**config.mk**
```make
export PLATFORM = sky130hd
export DESIGN_NAME = histogram_cdf
export DESIGN_NICKNAME = d
export VERILOG_FILES = /design/src/rtl/histogram_cdf_pkg.sv /design/src/rtl/histogram_cdf_sat_accum.sv /design/src/rtl/histogram_cdf.sv
export SDC_FILE = /design/constraint.sdc
export NUM_CORES = 1
export LEC_CHECK = 0
export CORE_ASPECT_RATIO = 1.5
export CORE_MARGIN = 2
export CORE_UTILIZATION = 30
export CTS_CLUSTER_DIAMETER = 200
export CTS_CLUSTER_SIZE = 12
export DETAILED_ROUTE_END_ITERATION = 16
export PLACE_DENSITY = 0.55
export REMOVE_ABC_BUFFERS = 1
export SETUP_SLACK_MARGIN = 0.05
export SYNTH_ARGS = -nofsm -noshare
export SYNTH_HDL_FRONTEND = slang
export SYNTH_HIERARCHICAL = 1
export SYNTH_SLANG_ARGS = --single-unit
```
**constraint.sdc**
```tcl
create_clock -name clk -period 7.7 [get_ports clk]
set_input_delay 0.77 -clock clk [delete_from_list [all_inputs] [get_ports clk]]
set_output_delay 0.77 -clock clk [all_outputs]
set_load 0.01 [all_outputs]
```
**src/rtl/histogram_cdf_pkg.sv**
```systemverilog
// Shared types and RAM-shape constants for the histogram kernel and its CDF sweep.
package histogram_cdf_pkg;

  typedef enum logic [1:0] {
    IDLE  = 2'd0,
    ISSUE = 2'd1,
    DRAIN = 2'd2,
    DONE  = 2'd3
  } state_t;

  localparam int DEF_NUM_BINS   = 256;
  localparam int DEF_ADDR_WIDTH = 8;
  localparam int DEF_DATA_WIDTH = 32;

  localparam logic [DEF_DATA_WIDTH-1:0] SAT_MAX = '1;

endpackage

```
**src/rtl/histogram_cdf_sat_accum.sv**
```systemverilog
// Saturating running-sum register with a sticky carry-out flag.
module cdf_sat_accum #(
  parameter int DATA_WIDTH = 32
) (
  input  logic                  clk,
  input  logic                  clear,
  input  logic                  en,
  input  logic [DATA_WIDTH-1:0] din,
  output logic [DATA_WIDTH-1:0] sum,
  output logic                  ovf
);

  // MSB of the result is the carry-out; the low bits are already clamped.
  function automatic logic [DATA_WIDTH:0] sat_add(input logic [DATA_WIDTH-1:0] a,
                                                  input logic [DATA_WIDTH-1:0] b);
    logic [DATA_WIDTH:0] s;
    s = {1'b0, a} + {1'b0, b};
    if (s[DATA_WIDTH]) s[DATA_WIDTH-1:0] = '1;
    return s;
  endfunction

  logic [DATA_WIDTH:0] nxt;

  assign nxt = sat_add(sum, din);

  always_ff @(posedge clk) begin
    if (clear) begin
      sum <= '0;
      ovf <= 1'b0;
    end else if (en) begin
      sum <= nxt[DATA_WIDTH-1:0];
      ovf <= ovf | nxt[DATA_WIDTH];
    end
  end

endmodule

```
**src/rtl/histogram_cdf.sv**
```systemverilog
// Sweeps the finished histogram RAM once, writing the cumulative distribution
// and collecting total / first non-zero CDF / peak bin for equalisation.
module histogram_cdf
  import histogram_cdf_pkg::*;
#(
  parameter int NUM_BINS     = DEF_NUM_BINS,
  parameter int ADDR_WIDTH   = DEF_ADDR_WIDTH,
  parameter int DATA_WIDTH   = DEF_DATA_WIDTH,
  parameter int READ_LATENCY = 1
) (
  input  logic                  clk,
  input  logic                  rst,
  input  logic                  start,
  output logic [ADDR_WIDTH-1:0] hist_raddr,
  input  logic [DATA_WIDTH-1:0] hist_rdata,
  output logic [ADDR_WIDTH-1:0] cdf_waddr,
  output logic [DATA_WIDTH-1:0] cdf_wdata,
  output logic                  cdf_wen,
  output logic                  busy,
  output logic                  done,
  output logic [DATA_WIDTH-1:0] total,
  output logic [DATA_WIDTH-1:0] cdf_min,
  output logic [ADDR_WIDTH-1:0] peak_bin,
  output logic [DATA_WIDTH-1:0] peak_count,
  output logic                  overflow
);

  state_t                state, state_nxt;
  logic                  accept;
  logic                  last_addr;
  logic [ADDR_WIDTH-1:0] cnt;
  logic [READ_LATENCY-1:0] vld_p;
  logic [ADDR_WIDTH-1:0] addr_p [READ_LATENCY];
  logic                  arr_vld;
  logic [ADDR_WIDTH-1:0] arr_addr;
  logic [DATA_WIDTH-1:0] sum;

  assign last_addr  = (cnt == ADDR_WIDTH'(NUM_BINS - 1));
  assign hist_raddr = (state == ISSUE) ? cnt : '0;
  assign busy       = (state == ISSUE) || (state == DRAIN);
  assign done       = (state == DONE);
  assign arr_vld    = vld_p[READ_LATENCY-1];
  assign arr_addr   = addr_p[READ_LATENCY-1];

  always_ff @(posedge clk) begin
    if (rst) state <= IDLE;
    else     state <= state_nxt;
  end

  always_comb begin
    state_nxt = state;
    accept    = 1'b0;
    case (state)
      IDLE, DONE: if (start) begin
        accept    = 1'b1;
        state_nxt = ISSUE;
      end
      ISSUE: if (last_addr) state_nxt = DRAIN;
      DRAIN: if (vld_p == '0) state_nxt = DONE;
      default: state_nxt = IDLE;
    endcase
  end

  always_ff @(posedge clk) begin
    if (rst || accept)       cnt <= '0;
    else if (state == ISSUE) cnt <= cnt + 1'b1;
  end

  // ---- read-latency stage: in-flight valid/address follow the RAM pipeline
  always_ff @(posedge clk) begin
    if (rst) begin
      vld_p <= '0;
    end else begin
      vld_p[0] <= (state == ISSUE);
      for (int i = 1; i < READ_LATENCY; i++) vld_p[i] <= vld_p[i-1];
    end
  end

  always_ff @(posedge clk) begin
    addr_p[0] <= cnt;
    for (int i = 1; i < READ_LATENCY; i++) addr_p[i] <= addr_p[i-1];
  end

  // ---- accumulate stage: data for arr_addr is on hist_rdata this cycle
  cdf_sat_accum #(.DATA_WIDTH(DATA_WIDTH)) u_accum (
    .clk   (clk),
    .clear (rst | accept),
    .en    (arr_vld),
    .din   (hist_rdata),
    .sum   (sum),
    .ovf   (overflow)
  );

  assign cdf_wdata = sum;
  assign total     = sum;

  // ---- write stage: registered strobe/address line up with the updated sum
  always_ff @(posedge clk) begin
    if (rst) begin
      cdf_wen    <= 1'b0;
      cdf_waddr  <= '0;
      cdf_min    <= '0;
      peak_bin   <= '0;
      peak_count <= '0;
    end else begin
      cdf_wen <= arr_vld;
      if (arr_vld) cdf_waddr <= arr_addr;
      if (accept) begin
        cdf_min    <= '0;
        peak_bin   <= '0;
        peak_count <= '0;
      end else begin
        if (cdf_wen && cdf_min == '0) cdf_min <= cdf_wdata;
        if (arr_vld && hist_rdata > peak_count) begin
          peak_count <= hist_rdata;
          peak_bin   <= arr_addr;
        end
      end
    end
  end

endmodule

```
==> metrics.txt <==
run status=completed; Final Wtd Congestion=0.838; register bit total from synthesis=133; Min Hold Slack=0.401 ns; Initial Util=30.6%; Max Slew Vio Count=0; placed insts=1359; DP Area=9540 µm²; die area=27000 µm²; RSZ-0062 raised after global routing=false; Clock power frac=32.5%; synthesized instance count=916; initial antenna violation count=0; max_cap viols=0; Post-synth EDFFs=0; post-DR wirelength/cell=16.9 µm; clock buffer count from CTS=17; Post CTS Setup Buffer Count=0; syn_area_per_cell=8.40 µm²; Design Area, Final=10100 µm²; Row Count=71; vias in the first global route=6620; post-synth top area share=34.6%; commonest cells after routing, fill and taps aside=clkdlybuf4s50_1 (190), dfxtp_1 (132), nand2_1 (115); Final Skew=0.0236 ns; Critical Path Fanout Max=30; via count=6836; final WL=23600 µm; Crit Path Category=in -> reg; core region area=25100 µm²; Psw=894 µW; post-route ant nets=0; relative slew slack=38.5%; H-tree levels=4; setup TNS=0 ns; largest net degree at the start of global routing=81; gr usage total=17.4%; Yosys top cell by area=dfxtp_1; sequential share of power=32.4%; share of layout cells above drive strength 1=4.52%; final setup violation count=0; fin nets=1155; final HPWL from detailed placement=17300 µm; net switching fraction of the power=35.0%; Synth warnings=6; FFs w/ async S/R, synth=0%; commonest non-fill, non-tap cell in the layout=clkdlybuf4s50_1; die height=200 µm; TritonCTS clock tree=built; most common flop cell mapped by yosys=dfxtp_1; Critical Path Sink Type=flop; HP Class=reg -> reg; total power=2.55 mW; Via density=4.92; first-pass GRT wire length=36500 µm; CP Data Arrival Time=4.29 ns; Post-CTS Resized=0; Leak Pwr=3.70 nW; CP required=7.94 ns; Slew @ Worst Pin=0.922 ns; DIE WIDTH=135 µm; Worst-Skew Late Latency=0.43 ns; clock sink count=133; clk buf depth=2; final worst slack=3.65 ns; gr ovfl total=0; area grow syn2layout=31.6%; fmax=247 MHz; DR pass1 iterations=4; Clock Pin Slew Worst Setup and Hold Paths=0.06 ns; port buffer count=190; Pwr Density=252 nW/µm²; drt initial violations=307; post-synthesis cell area=7690 µm²; Place WS=3.20 ns; Pint=1.66 mW; Hold Buf Count CTS=0; sequential fraction of the synthesis area=34.6%; Fin. Hold Viols=0; flop-to-flop setup slack=4.12 ns; startpoint types=input pin; Synth area leaders=dfxtp_1 (35%), ha_1 (11%), mux2i_1 (6.5%); fin crit share=52.5%; final non-filler cell total=1390; library cells used by synthesis=64; CTS root buf=clkbuf_16; Fill cells=2563; end-of-flow core utilization=40.3%; VDD IR-drop max=0.203 mV; DRC Markers=0; number of diodes=0; combinational share of power=35.1%; # IOs=191; Tmin final=4.05 ns
-- power groups by stage --
stage               combinational [mW]  sequential (mW)  clock [mW]
global placement                 0.892            0.842           0
CTS                              0.903            0.829       0.856
detailed placement               0.898            0.844           0
floorplan                        0.493            0.873           0
finish                           0.897            0.827       0.829
global route                     0.988            0.838       0.885
-- synthesized netlist by cell type, types with 2 or more instances --
| master | count |
|---|---|
| nor4_1 | 9 |
| and4_1 | 3 |
| buf_6 | 4 |
| a211oi_1 | 9 |
| buf_12 | 4 |
| o21a_1 | 8 |
| mux2i_1 | 50 |
| buf_2 | 4 |
| xnor2_1 | 18 |
| or3_1 | 3 |
| a41o_1 | 2 |
| a21oi_1 | 79 |
| a21o_1 | 13 |
| o211ai_1 | 2 |
| a32oi_1 | 2 |
| a221o_1 | 2 |
| nand3b_1 | 2 |
| nor4b_1 | 2 |
| o21ai_1 | 2 |
| nand4_1 | 14 |
| o21bai_1 | 5 |
| nand2_1 | 115 |
| ha_1 | 69 |
| nor2b_1 | 6 |
| a21boi_0 | 2 |
| dfxtp_1 | 133 |
| buf_4 | 32 |
| a311oi_1 | 30 |
| a31oi_1 | 2 |
| nand3_1 | 20 |
| inv_1 | 49 |
| nand2b_1 | 3 |
| nor3b_1 | 2 |
| nor3_1 | 3 |
| a2111oi_0 | 2 |
| nor2_1 | 105 |
| and3_1 | 3 |
| and2_1 | 8 |
| clkbuf_1 | 35 |
| xor2_1 | 13 |
| o21ai_0 | 24 |
-- metal layers --
layer	GRT usage (%)	wire length [µm]	share of wire (%)
met2	31.7	12700	54
met5	0	0	0
met1	19.0	9460	40
met4	7.97	577	2.4
met3	3.72	844	3.6
-- critical path, stage by stage --
cell,delay (ns)
clkdlybuf4s50_1,0.45
ha_1,0.24
fa_1,0.41
a21o_1,0.23
a221oi_2,0.38
o211ai_2,0.20
a31o_1,0.27
o21ai_2,0.24
o221ai_2,0.22
nor2_4,0.68
a311oi_1,0.20
-- cell families (layout without fill, tap and decap cells) --
group	after synthesis	after routing	share of synthesized area, %
and+or+nand+nor	303	303	17.5
buffers and inverters	129	275	9.15
muxes	51	51	6.65
adders and majority gates	70	70	11.5
xor gates and xnor gates	31	31	3.53
DFF	133	133	34.6
AOI/OAI and AO/OA	199	199	17.1
-- registers in the layout, summed over array words and instances (netlist names), 2 cells and up --
| register | flops |
|---|---|
| cdf_min | 32 |
| peak_count | 32 |
| u_accum/sum | 32 |
| addr_p | 8 |
| cdf_waddr | 8 |
| cnt | 8 |
| peak_bin | 8 |
| state | 2 |
-- worst paths after layout --
path | from | endpoint | cells past startpoint
worst min-delay path | cnt[2]$_SDFFE_PP0P_ | addr_p[0][2]$_DFF_P_ | 0
worst min register to register | cnt[2]$_SDFFE_PP0P_ | addr_p[0][2]$_DFF_P_ | 0
worst max-delay path | hist_rdata[0] | u_accum/sum[29]$_SDFFE_PP0P_ | 11
worst max register to register | u_accum/sum[0]$_SDFFE_PP0P_ | u_accum/sum[29]$_SDFFE_PP0P_ | 10
-- area by class of cell --
class | count | area, µm² | area share [%]
inverter | 49 | 184 | 1.82
multi-input combinational | 654 | 4340 | 42.8
sequential | 133 | 2660 | 26.3
tap | 328 | 410 | 4.05
clock inverter | 9 | 128 | 1.26
clock buffer | 22 | 464 | 4.58
timing repair buffer | 195 | 1940 | 19.1
Power figures use the tool's default switching activity.
